===== src/rtl/pw_trigger_seq.sv =====
// Match-triggered pulse train generator: up to pNUM_TRIGGER_PULSES delayed pulses
// plus an independent one-cycle capture strobe, all timed from the accepting match.
module pw_trigger_seq #(
    parameter int pNUM_TRIGGER_PULSES  = 8,
    parameter int pNUM_TRIGGER_WIDTH   = 4,
    parameter int pDELAY_WIDTH         = 24,
    parameter int pCAPTURE_DELAY_WIDTH = 18
) (
    input  logic                                        fe_clk,
    input  logic                                        reset_n,
    input  logic                                        I_arm,
    input  logic                                        I_trigger_enable,
    input  logic                                        I_match,
    input  logic [pNUM_TRIGGER_WIDTH-1:0]               I_num_triggers,
    input  logic [pDELAY_WIDTH*pNUM_TRIGGER_PULSES-1:0] I_trigger_delay,
    input  logic [pDELAY_WIDTH*pNUM_TRIGGER_PULSES-1:0] I_trigger_width,
    input  logic [pCAPTURE_DELAY_WIDTH-1:0]             I_capture_delay,
    output logic                                        O_trigger,
    output logic                                        O_capture_enable_pulse,
    output logic                                        O_busy,
    output logic [pNUM_TRIGGER_WIDTH-1:0]               O_pulse_index
);
    localparam int NP = pNUM_TRIGGER_PULSES;
    localparam int NW = pNUM_TRIGGER_WIDTH;
    localparam int DW = pDELAY_WIDTH;
    localparam int CW = pCAPTURE_DELAY_WIDTH;
    localparam logic [NW-1:0] MAX_N = NW'(NP);

    typedef enum logic [1:0] {IDLE, DELAY, PULSE} state_t;

    state_t             state, state_nx;
    logic [DW-1:0]      cnt, cnt_nx;
    logic [NW-1:0]      idx, idx_nx, n_eff, n_eff_nx, idx_inc;
    logic [DW*NP-1:0]   sh_delay, sh_delay_nx, sh_width, sh_width_nx;
    logic [CW-1:0]      cap_cnt, cap_cnt_nx;
    logic               cap_act, cap_act_nx, cap_pulse_nx, trig_nx;
    logic               accept, abort;

    function automatic logic [DW-1:0] field(input logic [DW*NP-1:0] v, input logic [NW-1:0] k);
        return v[int'(k)*DW +: DW];
    endfunction

    function automatic logic [DW-1:0] dec_sat(input logic [DW-1:0] v);
        return (v == '0) ? '0 : v - 1'b1;
    endfunction

    assign O_busy        = (state != IDLE) | cap_act | O_capture_enable_pulse;
    assign O_pulse_index = idx;
    assign accept        = I_match & I_arm & I_trigger_enable & ~O_busy;
    assign abort         = O_busy & ~(I_arm & I_trigger_enable);
    assign idx_inc       = idx + 1'b1;

    always_comb begin
        state_nx     = state;
        cnt_nx       = cnt;
        idx_nx       = idx;
        n_eff_nx     = n_eff;
        sh_delay_nx  = sh_delay;
        sh_width_nx  = sh_width;
        cap_cnt_nx   = cap_cnt;
        cap_act_nx   = cap_act;
        cap_pulse_nx = 1'b0;
        trig_nx      = 1'b0;
        if (abort) begin
            state_nx   = IDLE;
            cnt_nx     = '0;
            idx_nx     = '0;
            cap_cnt_nx = '0;
            cap_act_nx = 1'b0;
        end else begin
            case (state)
                IDLE: if (accept) begin
                    sh_delay_nx = I_trigger_delay;
                    sh_width_nx = I_trigger_width;
                    idx_nx      = '0;
                    if (I_num_triggers == '0)        n_eff_nx = NW'(1);
                    else if (I_num_triggers > MAX_N) n_eff_nx = MAX_N;
                    else                             n_eff_nx = I_num_triggers;
                    // A zero first delay rises on the very next cycle, so DELAY is skipped.
                    if (I_trigger_delay[DW-1:0] == '0) begin
                        state_nx = PULSE;
                        cnt_nx   = dec_sat(I_trigger_width[DW-1:0]);
                        trig_nx  = 1'b1;
                    end else begin
                        state_nx = DELAY;
                        cnt_nx   = I_trigger_delay[DW-1:0] - 1'b1;
                    end
                end
                DELAY: if (cnt == '0) begin
                    state_nx = PULSE;
                    cnt_nx   = dec_sat(field(sh_width, idx));
                    trig_nx  = 1'b1;
                end else begin
                    cnt_nx = cnt - 1'b1;
                end
                PULSE: if (cnt != '0) begin
                    cnt_nx  = cnt - 1'b1;
                    trig_nx = 1'b1;
                end else if (idx_inc < n_eff) begin
                    // Later pulses always keep at least one low cycle after the previous one.
                    state_nx = DELAY;
                    idx_nx   = idx_inc;
                    cnt_nx   = dec_sat(field(sh_delay, idx_inc));
                end else begin
                    state_nx = IDLE;
                    idx_nx   = '0;
                end
                default: state_nx = IDLE;
            endcase
            if (accept) begin
                if (I_capture_delay == '0) begin
                    cap_pulse_nx = 1'b1;
                end else begin
                    cap_act_nx = 1'b1;
                    cap_cnt_nx = I_capture_delay - 1'b1;
                end
            end else if (cap_act) begin
                if (cap_cnt == '0) begin
                    cap_pulse_nx = 1'b1;
                    cap_act_nx   = 1'b0;
                end else begin
                    cap_cnt_nx = cap_cnt - 1'b1;
                end
            end
        end
    end

    always_ff @(posedge fe_clk or negedge reset_n) begin
        if (!reset_n) begin
            state                  <= IDLE;
            cnt                    <= '0;
            idx                    <= '0;
            n_eff                  <= '0;
            sh_delay               <= '0;
            sh_width               <= '0;
            cap_cnt                <= '0;
            cap_act                <= 1'b0;
            O_trigger              <= 1'b0;
            O_capture_enable_pulse <= 1'b0;
        end else begin
            state                  <= state_nx;
            cnt                    <= cnt_nx;
            idx                    <= idx_nx;
            n_eff                  <= n_eff_nx;
            sh_delay               <= sh_delay_nx;
            sh_width               <= sh_width_nx;
            cap_cnt                <= cap_cnt_nx;
            cap_act                <= cap_act_nx;
            O_trigger              <= trig_nx;
            O_capture_enable_pulse <= cap_pulse_nx;
        end
    end
endmodule

===== config.mk =====
export PLATFORM = sky130hd
export DESIGN_NAME = pw_trigger_seq
export DESIGN_NICKNAME = d
export VERILOG_FILES = /design/src/rtl/pw_trigger_seq.sv
export SDC_FILE = /design/constraint.sdc
export NUM_CORES = 1
export LEC_CHECK = 0
export BUFFER_PORTS_ARGS = -buffer_cell sky130_fd_sc_hd__buf_2
export CAP_MARGIN = 20
export CORE_MARGIN = 5
export CORE_UTILIZATION = 33
export DETAILED_ROUTE_END_ITERATION = 8
export GPL_ROUTABILITY_DRIVEN = 0
export PLACE_DENSITY = 0.59
export SKIP_CTS_REPAIR_TIMING = 1
export SLEW_MARGIN = 20
export SYNTH_ARGS = -nofsm -noshare
export SYNTH_HDL_FRONTEND = slang
export SYNTH_SLANG_ARGS = --single-unit

===== constraint.sdc =====
create_clock -name fe_clk -period 9.1 [get_ports fe_clk]
set_clock_uncertainty 0.05 [all_clocks]
set_input_delay 1.82 -clock fe_clk [delete_from_list [all_inputs] [get_ports fe_clk]]
set_output_delay 1.82 -clock fe_clk [all_outputs]
set_load 0.02 [all_outputs]

Word level (Yosys, flattened, before mapping)
Cells that the tools add are included.
{"block": "totals", "register_bits": 439, "input_bits": 411, "output_inout_bits": 7}
{"block": "classes", "add_sub_neg": 8, "n_mul": 2, "magnitude_cmp": 2, "n_eq_ne": 8, "shift": 2, "n_mux": 45, "n_bitwise": 10, "reduce_logical": 19}
{"op": "$shiftx 192x10->24", "count": 2}
{"op": "$mux 24", "count": 9}
{"op": "$logic_not 24->1", "count": 5}
{"op": "$sub 24x1->24 const B", "count": 5}
{"op": "$mux 18", "count": 5}
{"op": "$pmux 24 s3", "count": 1}
{"op": "$logic_not 18->1", "count": 2}
{"op": "$sub 18x1->18 const B", "count": 2}
{"op": "$mux 4", "count": 6}
{"op": "$reduce_bool 24->1", "count": 1}
{"op": "$mux 1", "count": 16}
{"op": "$ne 3x3->1 const B", "count": 5}
{"op": "$reduce_and 3->1", "count": 5}
{"op": "$mul 4x2->6 const B", "count": 2}
{"op": "$mux 2", "count": 5}
{"op": "$pmux 4 s2", "count": 1}
{"op": "$pmux 2 s3", "count": 1}
{"op": "$reduce_bool 3->1", "count": 2}
{"op": "$and 1x1->1", "count": 5}
{"op": "$add 4x1->4 const B", "count": 1}
{"op": "$gt 4x4->1 const B", "count": 1}
{"op": "$logic_not 4->1", "count": 1}
{"op": "$lt 4x4->1", "count": 1}
{"op": "$ne 4x4->1 const B", "count": 1}
{"op": "8 further kinds", "count": 11}

Depth between registers and ports, before layout
Gate-level depths: netlist (run 1).
{"block": "logic_depth", "word_depth": 9, "depth_mapped": 17, "ltp_nobuf": 13}

Worst setup path after synthesis (run 1)
No wires, ideal clock.
{"block": "synth_path", "path_type": "input to register", "startpoint": "input port I_match", "endpoint": "register cap_cnt[16]", "setup_ps": 133, "t_arrival_ps": 4366, "path_slack_ps": 4551, "cell_stages": 13, "path_cell_list": "nand4_1 clkbuf_1 clkbuf_1 buf_1 clkbuf_1 mux2i_1 ha_1 nand3_1 o21bai_1 nor2_1 xor2_1 a22oi_1 o21ai_0"}
{"block": "synth_between", "elab_chain_len": 5, "word_cells_on_any_way": 9, "classes_between": "eq/ne: 2; mux: 2; bitwise: 3; reduce/logical: 2"}
{"element": "start, declared", "line_no": "13", "rtl": "input logic I_match,"}
{"element": "$and 1x1->1 (*) (3 in series)", "line_no": "49", "rtl": "assign accept = I_match & I_arm & I_trigger_enable & ~O_busy;"}
{"element": "$ne 3x3->1 (no line), or another cell as far along"}
{"element": "$reduce_and 3->1 (no line) or $mux 18 (tied branches)"}
{"element": "end signal, assigned", "line_no": "147", "rtl": "cap_cnt <= cap_cnt_nx;"}
{"element": "end, declared", "line_no": "35", "rtl": "logic [CW-1:0] cap_cnt, cap_cnt_nx;"}
Mark *: on every way between the ends. The rest lies on a longest branch, timed or not.
A chain may end at the register's enable or synchronous reset.

Final worst setup path (run 1)
{"block": "layout_path", "startpoint": "register idx[1], in the netlist O_pulse_index[1]", "endpoint": "register cnt[0]"}
{"block": "layout_between", "elab_chain_len": 9, "word_cells_on_any_way": 19, "classes_between": "add/sub: 3; mul: 2; order compare: 1; eq/ne: 1; shift: 2; mux: 7; reduce/logical: 3"}
{"element": "start, declared", "line_no": "33", "rtl": "logic [NW-1:0] idx, idx_nx, n_eff, n_eff_nx, idx_inc;"}
{"element": "start signal, assigned", "line_no": "143", "rtl": "idx <= idx_nx;"}
{"element": "$add 4x1->4", "line_no": "51", "rtl": "assign idx_inc = idx + 1'b1;"}
{"element": "$mul 4x2->6", "line_no": "40", "rtl": "return v[int'(k)*DW +: DW];"}
{"element": "$shiftx 192x10->24", "line_no": "40"}
{"element": "$sub 24x1->24 or $logic_not 24->1 (tied branches)", "line_no": "44", "rtl": "return (v == '0) ? '0 : v - 1'b1;"}
{"element": "$mux 24", "line_no": "44"}
{"element": "$mux 24", "line_no": "99", "rtl": "end else if (idx_inc < n_eff) begin"}
{"element": "$mux 24", "line_no": "96", "rtl": "PULSE: if (cnt != '0) begin"}
{"element": "$pmux 24 s3", "line_no": "71", "rtl": "case (state)"}
{"element": "$mux 24", "line_no": "64", "rtl": "if (abort) begin"}
{"element": "end signal, assigned", "line_no": "142", "rtl": "cnt <= cnt_nx;"}
{"element": "end, declared", "line_no": "32", "rtl": "logic [DW-1:0] cnt, cnt_nx;"}
Parallel ways exist; a longest one is shown, timed or not. The select of a mux whose other input is x is not followed.

==> impl_summary.txt, run 1 <==
----------------------------------------------------
[Die]
  Core Region ... just over 70000 um2
  DIE AREA ... slightly below 80000 um2
  Die X ... ~280 um
  Placement row count ... 98
  Starting Density ... 33.4%
  I/O pin total ... 418
  Vertical extent of the die ... 279 um

[Worst hold path]
  Hold Crit Class ... reg2reg
  Startpoint of the lowest-slack hold path ... sh_delay[163]$_DFFE_PN0P_
  Cell depth of the worst min-delay path ... 2
  WHS Endpoint ... sh_delay[163]$_DFFE_PN0P_

[Setup path]
  Maximum net fanout on the critical path ... 53
  Required time of the worst setup path ... approximately 9500 ps
  Endpoint class of the critical path ... flop
  Worst reg-to-reg path cell count ... 12
  Startpoint type of the worst setup path ... flop
  Register-to-register path setup slack ... 3780 ps
  Highest-delay cell along the critical path ... sky130_fd_sc_hd__o31ai_4
  Data arrival, critical path ... 5750 ps
  Reg-to-Reg End ... cnt[0]$_DFFE_PN0P_
  Cell seen most often among critical-path stages ... sky130_fd_sc_hd__buf_4
  Sequence of cells on the critical path ... buf_4, ha_2, buf_4, mux4_2, nand2_1, a21oi_1, nor3_2, nand4_1, o31ai_4, a221oi_1, or3_1, a32o_1
  Type of the worst setup path ... reg2reg
  Slowest stage delay, CP ... 830 ps
  Startpoint of the worst-slack reg-to-reg timing path ... O_pulse_index[1]$_DFFE_PN0P_

[Logic synthesis]
  Most used flip-flop cell after synthesis ... sky130_fd_sc_hd__dfrtp_1
  Post-synth cell types ... 86
  Synth async-reset ratio ... 100%
  Synthesized cell area ... 23900 um2
  Post-Syn Nets ... 3169
  Number of synthesized flops with an enable pin ... 0
  Average footprint of a synthesized cell ... 8.73 um2
  Yosys warning count ... 0
  Seq/Total Area, Yosys ... 45.9%
  Number of instances in the synthesized netlist ... between 2000 and 3000
  Number of synthesized register bits ... between 400 and 500

[Power and ir drop]
  Worst vdd ir ... roughly 0.18 mV
  Power, Total ... roughly 10 mW
  Power density cells ... ~350 nW/um2
  Static leakage ... approximately 14 nW

[Layout]
  Commonest non-fill, non-tap cell in the layout ... sky130_fd_sc_hd__nand2_1
  Nets@finish ... 3509
  Non-Filler Instances ... just over 4000
  Ratio of cells with drive above 1 in the final layout ... ~22%
  Relative area change from synthesis to final layout ... 19.2%
  Fillers ... approximately 7300
  Commonest cells after routing, fill and taps aside ... 1233 x sky130_fd_sc_hd__nand2_1, 436 x sky130_fd_sc_hd__dfrtp_1, 416 x sky130_fd_sc_hd__buf_2, 127 x sky130_fd_sc_hd__nor2_1, 90 x sky130_fd_sc_hd__mux4_2

[Route]
  Count of antenna-violating nets left after detailed routing ... 0
  DRT iter0 DRCs ... about 1800
  Via/cell ratio ... approximately 5.2
  Number of vias after detailed routing ... 21000
  DRC violation count after routing ... 0
  Drt total wl ... approximately 86 mm
  First drt pass iteration count ... 5
  Wire per inst ... 21.2 um

[Place]
  I/O Buffers ... approximately 420
  Dpl ws ... 3730 ps
  HPWL Detailed ... between 60 and 70 mm
  Placed Cells ... around 4000

[Clocking]
  Number of buffers added by the clock tree synthesis step ... 51
  Clk sink count ... 439
  H-tree level count ... 2
  CTS Buffer Depth ... 3
  Clock root buffer master ... sky130_fd_sc_hd__clkbuf_16
  Clock transition at the register clock pins on the worst setup and hold paths after CTS ... around 60 ps
  Clock Latency Late Sink ... roughly 630 ps
  Clock tree from TritonCTS ... yes

[Timing]
  Setup repair after global routing missed its margin ... false
  Measured slew at the worst slew-check pin ... between 1000 and 1500 ps
  Final count of negative-setup-slack endpoints ... 0
  Max frequency ... 0.188 GHz
  Final hold vios ... 0
  Worst Slack Setup Final ... 3780 ps
  Final Max Tran Viols ... 0
  Worst hold slack across all endpoints ... approximately 420 ps
  Worst-case headroom to the max-slew limit ... 29.8%
  Part of the cycle the worst path needs ... roughly three fifths
  Final worst path period need ... 5320 ps
  TNS Setup ... 0 ps

[Global route]
  Via count of the first global-routing pass ... between 20000 and 25000
  Remaining Overflow, GRT ... 0
  Largest net degree at the start of global routing ... between 150 and 200
  Total routing usage reported by global routing ... a little over a fifth
  Initial antenna violation count ... 8
  First-pass GRT wire length ... around 130 mm

[Flow run]
  Maxcap violations ... 0

[Run status]
  Outcome ... finished clean

----------------------------------------------------
[where the power goes]
part | switching, mW | internal [mW]
Clock | 0.908 | 1.22
Sequential | 0.662 | 2.89
Combinational | 2.50 | 1.66
[critical path, delay by kind of cell (launching register included)]
kind,cells,cell delay [ps]
flops,1,340
fa+ha+maj,1,730
compound gates,4,1470
buf+inv,2,1100
simple gates,4,1090
mux,1,360
[how the worst max path moves through the flow]
stage	from	end	slack, ps	cells past startpoint
2_1_floorplan	I_match	cap_cnt[16]$_DFFE_PN0P_	4550	13
3_3_place_gp	O_pulse_index[1]$_DFFE_PN0P_	cnt[0]$_DFFE_PN0P_	3770	11
5_1_grt	O_pulse_index[1]$_DFFE_PN0P_	cnt[0]$_DFFE_PN0P_	3550	12
4_1_cts	O_pulse_index[1]$_DFFE_PN0P_	cnt[0]$_DFFE_PN0P_	3770	12
6_report	O_pulse_index[1]$_DFFE_PN0P_	cnt[0]$_DFFE_PN0P_	3780	12
3_5_place_dp	I_trigger_delay[9]	cnt[7]$_DFFE_PN0P_	3730	10
[sequential cells by signal, summed over array words and instances, names as in the netlist]
signal	cells
sh_width	192
cap_cnt	18
cap_act	1
O_trigger	1
cnt	24
state	2
sh_delay	192
O_capture_enable_pulse	1
n_eff	4
O_pulse_index	4
[cell usage after synthesis (7+ instances only)]
cell type,number,area [um2]
sky130_fd_sc_hd__mux2i_1,31,310
sky130_fd_sc_hd__buf_6,12,135
sky130_fd_sc_hd__nor3b_1,8,60.1
sky130_fd_sc_hd__o221ai_1,8,70.1
sky130_fd_sc_hd__inv_1,20,75.1
sky130_fd_sc_hd__or3_1,16,100
sky130_fd_sc_hd__a32o_1,8,80.1
sky130_fd_sc_hd__nand4_1,10,62.6
sky130_fd_sc_hd__xor2_1,40,350
sky130_fd_sc_hd__ha_1,17,213
sky130_fd_sc_hd__xnor2_1,64,561
sky130_fd_sc_hd__clkbuf_1,125,469
sky130_fd_sc_hd__nor2_1,128,480
sky130_fd_sc_hd__nand2b_1,7,43.8
sky130_fd_sc_hd__a211oi_1,9,67.6
sky130_fd_sc_hd__buf_1,8,30.0
sky130_fd_sc_hd__nand3_1,26,130
sky130_fd_sc_hd__a21oi_1,53,265
sky130_fd_sc_hd__dfrtp_1,439,11000
sky130_fd_sc_hd__or4_1,10,75.1
sky130_fd_sc_hd__mux4_2,90,2030
sky130_fd_sc_hd__nor3_1,54,270
sky130_fd_sc_hd__or2_2,7,43.8
sky130_fd_sc_hd__nor2b_1,12,75.1
sky130_fd_sc_hd__a22o_1,15,131
sky130_fd_sc_hd__nor4_1,22,138
sky130_fd_sc_hd__o31ai_1,11,82.6
sky130_fd_sc_hd__nand3b_1,9,67.6
sky130_fd_sc_hd__a22oi_1,18,135
sky130_fd_sc_hd__o211ai_1,7,52.6
sky130_fd_sc_hd__o21ai_0,77,385
sky130_fd_sc_hd__o22ai_1,8,50.1
sky130_fd_sc_hd__nand2_1,1233,4630
sky130_fd_sc_hd__o21ai_1,17,85.1
[final cells by class]
type | count | area (um2) | area share (%)
tap | 950 | 1190 | 4.17
clock inverter | 25 | 274 | 0.961
clock buffer | 68 | 1460 | 5.12
sequential | 439 | 11000 | 38.5
antenna | 5 | 12.5 | 0.0439
inverter | 21 | 78.8 | 0.276
multi-input combinational | 2128 | 12200 | 42.7
timing repair buffer | 440 | 2340 | 8.20
[per-layer routing]
metal | GRT usage (%) | wire length, um | part of all wire (%)
met4 | 6.80 | 3010 | 3.5
met1 | 29.6 | 37400 | 43
met2 | 34.6 | 41000 | 48
met3 | 3.43 | 4810 | 5.6
met5 | 0 | 20 | 0.023
[cell families (layout without fill, tap and decap cells)]
logic type / after synthesis / count (layout) / share of synthesized area (%)
buf+inv: 174 / 554 / 3.27
mux: 127 / 127 / 10.0
xor+xnor: 105 / 105 / 3.87
simple gates: 1590 / 1590 / 27.9
flops: 439 / 439 / 45.9
compound gates: 288 / 288 / 8.10
fa+ha+maj: 18 / 18 / 0.931
other cells: 0 / 5 / 0
[stage by stage]
step | util (%) | instance area [um2]
after floorplan | - | 23900
after global placement | 37.3 | 26700
after detailed placement | 37.3 | 26700
after CTS | 39.7 | 28500
after global routing | 39.8 | 28500
final | 39.8 | 28500
No activity file was read; power rests on OpenSTA's default activity.
==> run 2: changes to the inputs <==
--- a/config.mk
+++ b/config.mk
@@ -5,13 +5,14 @@
 export SDC_FILE = /design/constraint.sdc
 export NUM_CORES = 1
 export LEC_CHECK = 0
+export ABC_AREA = 1
 export BUFFER_PORTS_ARGS = -buffer_cell sky130_fd_sc_hd__buf_2
 export CAP_MARGIN = 20
 export CORE_MARGIN = 5
 export CORE_UTILIZATION = 33
 export DETAILED_ROUTE_END_ITERATION = 8
 export GPL_ROUTABILITY_DRIVEN = 0
-export PLACE_DENSITY = 0.59
+export PLACE_DENSITY = 0.58
 export SKIP_CTS_REPAIR_TIMING = 1
 export SLEW_MARGIN = 20
 export SYNTH_ARGS = -nofsm -noshare
==> constraint.sdc (replaced) <==
create_clock -name fe_clk -period 5.4 [get_ports fe_clk]
set_clock_uncertainty 0.05 [all_clocks]
set_input_delay 1.08 -clock fe_clk [delete_from_list [all_inputs] [get_ports fe_clk]]
set_output_delay 1.08 -clock fe_clk [all_outputs]
set_load 0.02 [all_outputs]
==> impl_summary.txt, run 2 <==
----------------------------------------------------
[Logic synthesis]
  Biggest area consumer among synthesized cells ... sky130_fd_sc_hd__dfrtp_1
  Post-Syn Nets ... 4046 (+28%)
  Yosys warning count ... 0 (unchanged)
  Seq/Total Area, Yosys ... 43.2% (-2.7 points)
  Number of synthesized flops with an enable pin ... 0 (unchanged)
  Synth async-reset ratio ... 100% (unchanged)
  Most used flip-flop cell after synthesis ... sky130_fd_sc_hd__dfrtp_1
  Number of instances in the synthesized netlist ... 3618 (+32%)
  Number of synthesized register bits ... 439 (unchanged)
  Synthesized cell area ... 25400 um2 (+6.2%)
  Most common cell in the synthesized netlist ... sky130_fd_sc_hd__nand2_1
  Top-area cell type share of the netlist area ... 43.2% (-2.7 points)
  Post-synth cell types ... 47 (-45%)
  Leading cell types by total area after synthesis ... sky130_fd_sc_hd__dfrtp_1 43%, sky130_fd_sc_hd__nand2_1 18%, sky130_fd_sc_hd__o21ai_0 7.7%
  Ranking of synthesized cells by instance count ... 1200 x sky130_fd_sc_hd__nand2_1, 439 x sky130_fd_sc_hd__dfrtp_1, 420 x sky130_fd_sc_hd__inv_1
  Average footprint of a synthesized cell ... 7.02 um2 (-20%)

[Route]
  DRT iter0 DRCs ... 2274 (+23%)
  Count of antenna-violating nets left after detailed routing ... 0 (unchanged)
  Wire per inst ... 18.7 um (-11%)
  Number of vias after detailed routing ... 24300 (+16%)
  Via/cell ratio ... 4.86 (-5.6%)
  DRC violation count after routing ... 0 (unchanged)
  First drt pass iteration count ... 5 (unchanged)
  Drt total wl ... 93.7 mm (+8.6%)

[Setup path]
  Slowest stage delay, CP ... 810 ps (-20 ps)
  Register-to-register path setup slack ... 1350 ps (-2430 ps)
  Cell seen most often among critical-path stages ... sky130_fd_sc_hd__nor2_1
  Sequence of cells on the critical path ... buf_4, nor2_1, nor2_1, o21ai_0, o21ai_0, nor2_1, nor2_1, inv_1, ha_1, nand3_1, nor2_1, nand2_1, nand2_2, or2_2, nand3_1, nand3_1, nand2_1
  Startpoint of the worst-slack reg-to-reg timing path ... O_pulse_index[0]$_DFFE_PN0P_
  Startpoint type of the worst setup path ... flop
  Required time of the worst setup path ... 5870 ps (-3660 ps)
  Worst reg-to-reg path cell count ... 17 (+5)
  Reg-to-Reg End ... cnt[1]$_DFFE_PN0P_
  Data arrival, critical path ... 4520 ps (-1230 ps)
  Endpoint class of the critical path ... flop
  Maximum net fanout on the critical path ... 79 (+49%)
  Type of the worst setup path ... reg2reg
  Highest-delay cell along the critical path ... sky130_fd_sc_hd__dfrtp_4

[Worst hold path]
  Startpoint of the lowest-slack hold path ... sh_delay[165]$_DFFE_PN0P_
  WHS Endpoint ... sh_delay[165]$_DFFE_PN0P_
  Cell depth of the worst min-delay path ... 2 (unchanged)
  Hold Crit Class ... reg2reg

[Timing]
  Part of the cycle the worst path needs ... 75.0% (+17 points)
  Max frequency ... 0.247 GHz (+31%)
  Final count of negative-setup-slack endpoints ... 0 (unchanged)
  Final hold vios ... 0 (unchanged)
  TNS Setup ... 0 ps (unchanged)
  Final Max Tran Viols ... 0 (unchanged)
  Measured slew at the worst slew-check pin ... 993 ps (-60.5 ps)
  Final worst path period need ... 4050 ps (-1270 ps)
  Worst-case headroom to the max-slew limit ... 33.2% (+3.4 points)
  Setup repair after global routing missed its margin ... false

[Clocking]
  Clock root buffer master ... sky130_fd_sc_hd__clkbuf_16
  Clock transition at the register clock pins on the worst setup and hold paths after CTS ... 60 ps (about the same)
  Number of buffers added by the clock tree synthesis step ... 51 (unchanged)
  H-tree level count ... 2 (unchanged)
  Clock Latency Late Sink ... 590 ps (-40 ps)
  Clk sink count ... 439 (unchanged)
  CTS Buffer Depth ... 3 (unchanged)
  Clock tree from TritonCTS ... yes

[Global route]
  Initial antenna violation count ... 12 (+4)
  Remaining Overflow, GRT ... 0 (unchanged)
  Via count of the first global-routing pass ... 23800 (+13%)
  First-pass GRT wire length ... 142 mm (+9.8%)
  Largest net degree at the start of global routing ... 233 (+23%)
  Total routing usage reported by global routing ... 22.0% (+0.61 points)

[Run status]
  Outcome ... finished clean

[Place]
  HPWL Detailed ... 69.6 mm (+9.6%)
  I/O Buffers ... 417 (unchanged)

[Power and ir drop]
  Static leakage ... 14.9 nW (+8.1%)
  Power density cells ... 550 nW/um2 (+59%)
  Worst vdd ir ... 0.223 mV (+21%)

[Flow run]
  Maxcap violations ... 0 (unchanged)

[Layout]
  Ratio of cells with drive above 1 in the final layout ... 15.3% (-6.2 points)
  Relative area change from synthesis to final layout ... 17.9%
  Biggest regs ... sh_delay: 192 flops, sh_width: 192 flops, cnt: 24 flops
  Commonest non-fill, non-tap cell in the layout ... sky130_fd_sc_hd__nand2_1
  Nets@finish ... 4355 (+24%)
  Commonest cells after routing, fill and taps aside ... 1200 x sky130_fd_sc_hd__nand2_1, 437 x sky130_fd_sc_hd__dfrtp_1, 419 x sky130_fd_sc_hd__inv_1, 416 x sky130_fd_sc_hd__buf_2, 392 x sky130_fd_sc_hd__o21ai_0
  Post-Route Utilization ... 39.3% (-0.44 points)

[Die]
  Die X ... 288 um (+2.9%)
  Core Region ... 76200 um2 (+6.2%)
  DIE AREA ... 82700 um2 (+6.0%)
  Vertical extent of the die ... 288 um (+2.9%)
  Starting Density ... 33.4% (about the same)
  Placement row count ... 101 (+3.1%)
  I/O pin total ... 418 (unchanged)

----------------------------------------------------
run 2: changes by cell type after synthesis, sizes merged, moves of 35 or more:
| cell | change |
|---|---|
| nand3 | +292 |
| buf | +51 |
| o21ai | +313 |
| inv | +410 |
| xnor2 | -43 |
| o211ai | +35 |
| mux4 | -90 |
| nor2 | +184 |
run 2: report_power, final:
| part | internal (mW) | switching (mW) | total (mW) | leakage, nW |
|---|---|---|---|---|
| clock | 2.29 | 1.45 | 3.74 | 0.865 |
| combinational | 2.35 | 4.84 | 7.19 | 8.64 |
| sequential | 4.86 | 0.710 | 5.57 | 5.43 |
run 2: cell families after synthesis:
family	after synthesis	share of synthesized area (%)
and+or+nand+nor	1938	32.0
buffers and inverters	618	10.0
AOI/OAI and AO/OA	535	11.2
DFF	439	43.2
xor gates and xnor gates	71	2.62
adders and majority gates	17	0.837
run 2: area by class of cell:
cell class                 instances  area, um2
multi-input combinational       2561      11900
sequential                       439      11000
inverter                         432       1630
timing repair buffer             442       2360
fill                            8179      46200
clock buffer                      74       1450
clock inverter                    19        332
tap                             1030       1290
antenna                            5       12.5
run 2: worst max-delay path by stage:
stage | startpoint | to | slack (ps) | cells after the start
after floorplan | I_arm | cap_cnt[16]$_DFFE_PN0P_ | 2340 | 18
after CTS | O_pulse_index[0]$_DFFE_PN0P_ | cnt[11]$_DFFE_PN0P_ | 1310 | 17
final | O_pulse_index[0]$_DFFE_PN0P_ | cnt[1]$_DFFE_PN0P_ | 1350 | 17
after global routing | O_pulse_index[0]$_DFFE_PN0P_ | cnt[16]$_DFFE_PN0P_ | 870 | 18
after global placement | I_arm | cnt[0]$_DFFE_PN0P_ | 1310 | 13
after detailed placement | I_arm | cnt[0]$_DFFE_PN0P_ | 1320 | 13
run 2: metal layers:
layer  GRT usage [%]  share of wire [%]  vias to the layer above
met5               0              0.081                        -
met3            4.68                7.6                      149
met4            5.85                2.8                       12
met2            35.5                 46                      835
li1                -                  -                    12100
met1            30.0                 44                    11300
run 2: worst max-delay path: cells and delay by family, from the launching register on:
family / cells / cell delay, ps
buf+inv: 2 / 850
simple gates: 12 / 1790
fa+ha+maj: 1 / 220
flops: 1 / 810
compound gates: 2 / 230
run 2: through the flow:
stage,worst slack [ps],hold slack (ps),area [um2],power (mW),std cells
3_5_place_dp,1320,411,28200,12.7,4904
6_report,1350,424,30000,16.5,5002
3_3_place_gp,1310,408,28200,12.6,4904
5_1_grt,872,441,30000,17.9,5000
4_1_cts,1310,429,30000,16.5,4997
2_1_floorplan,2340,394,25400,10.6,3618
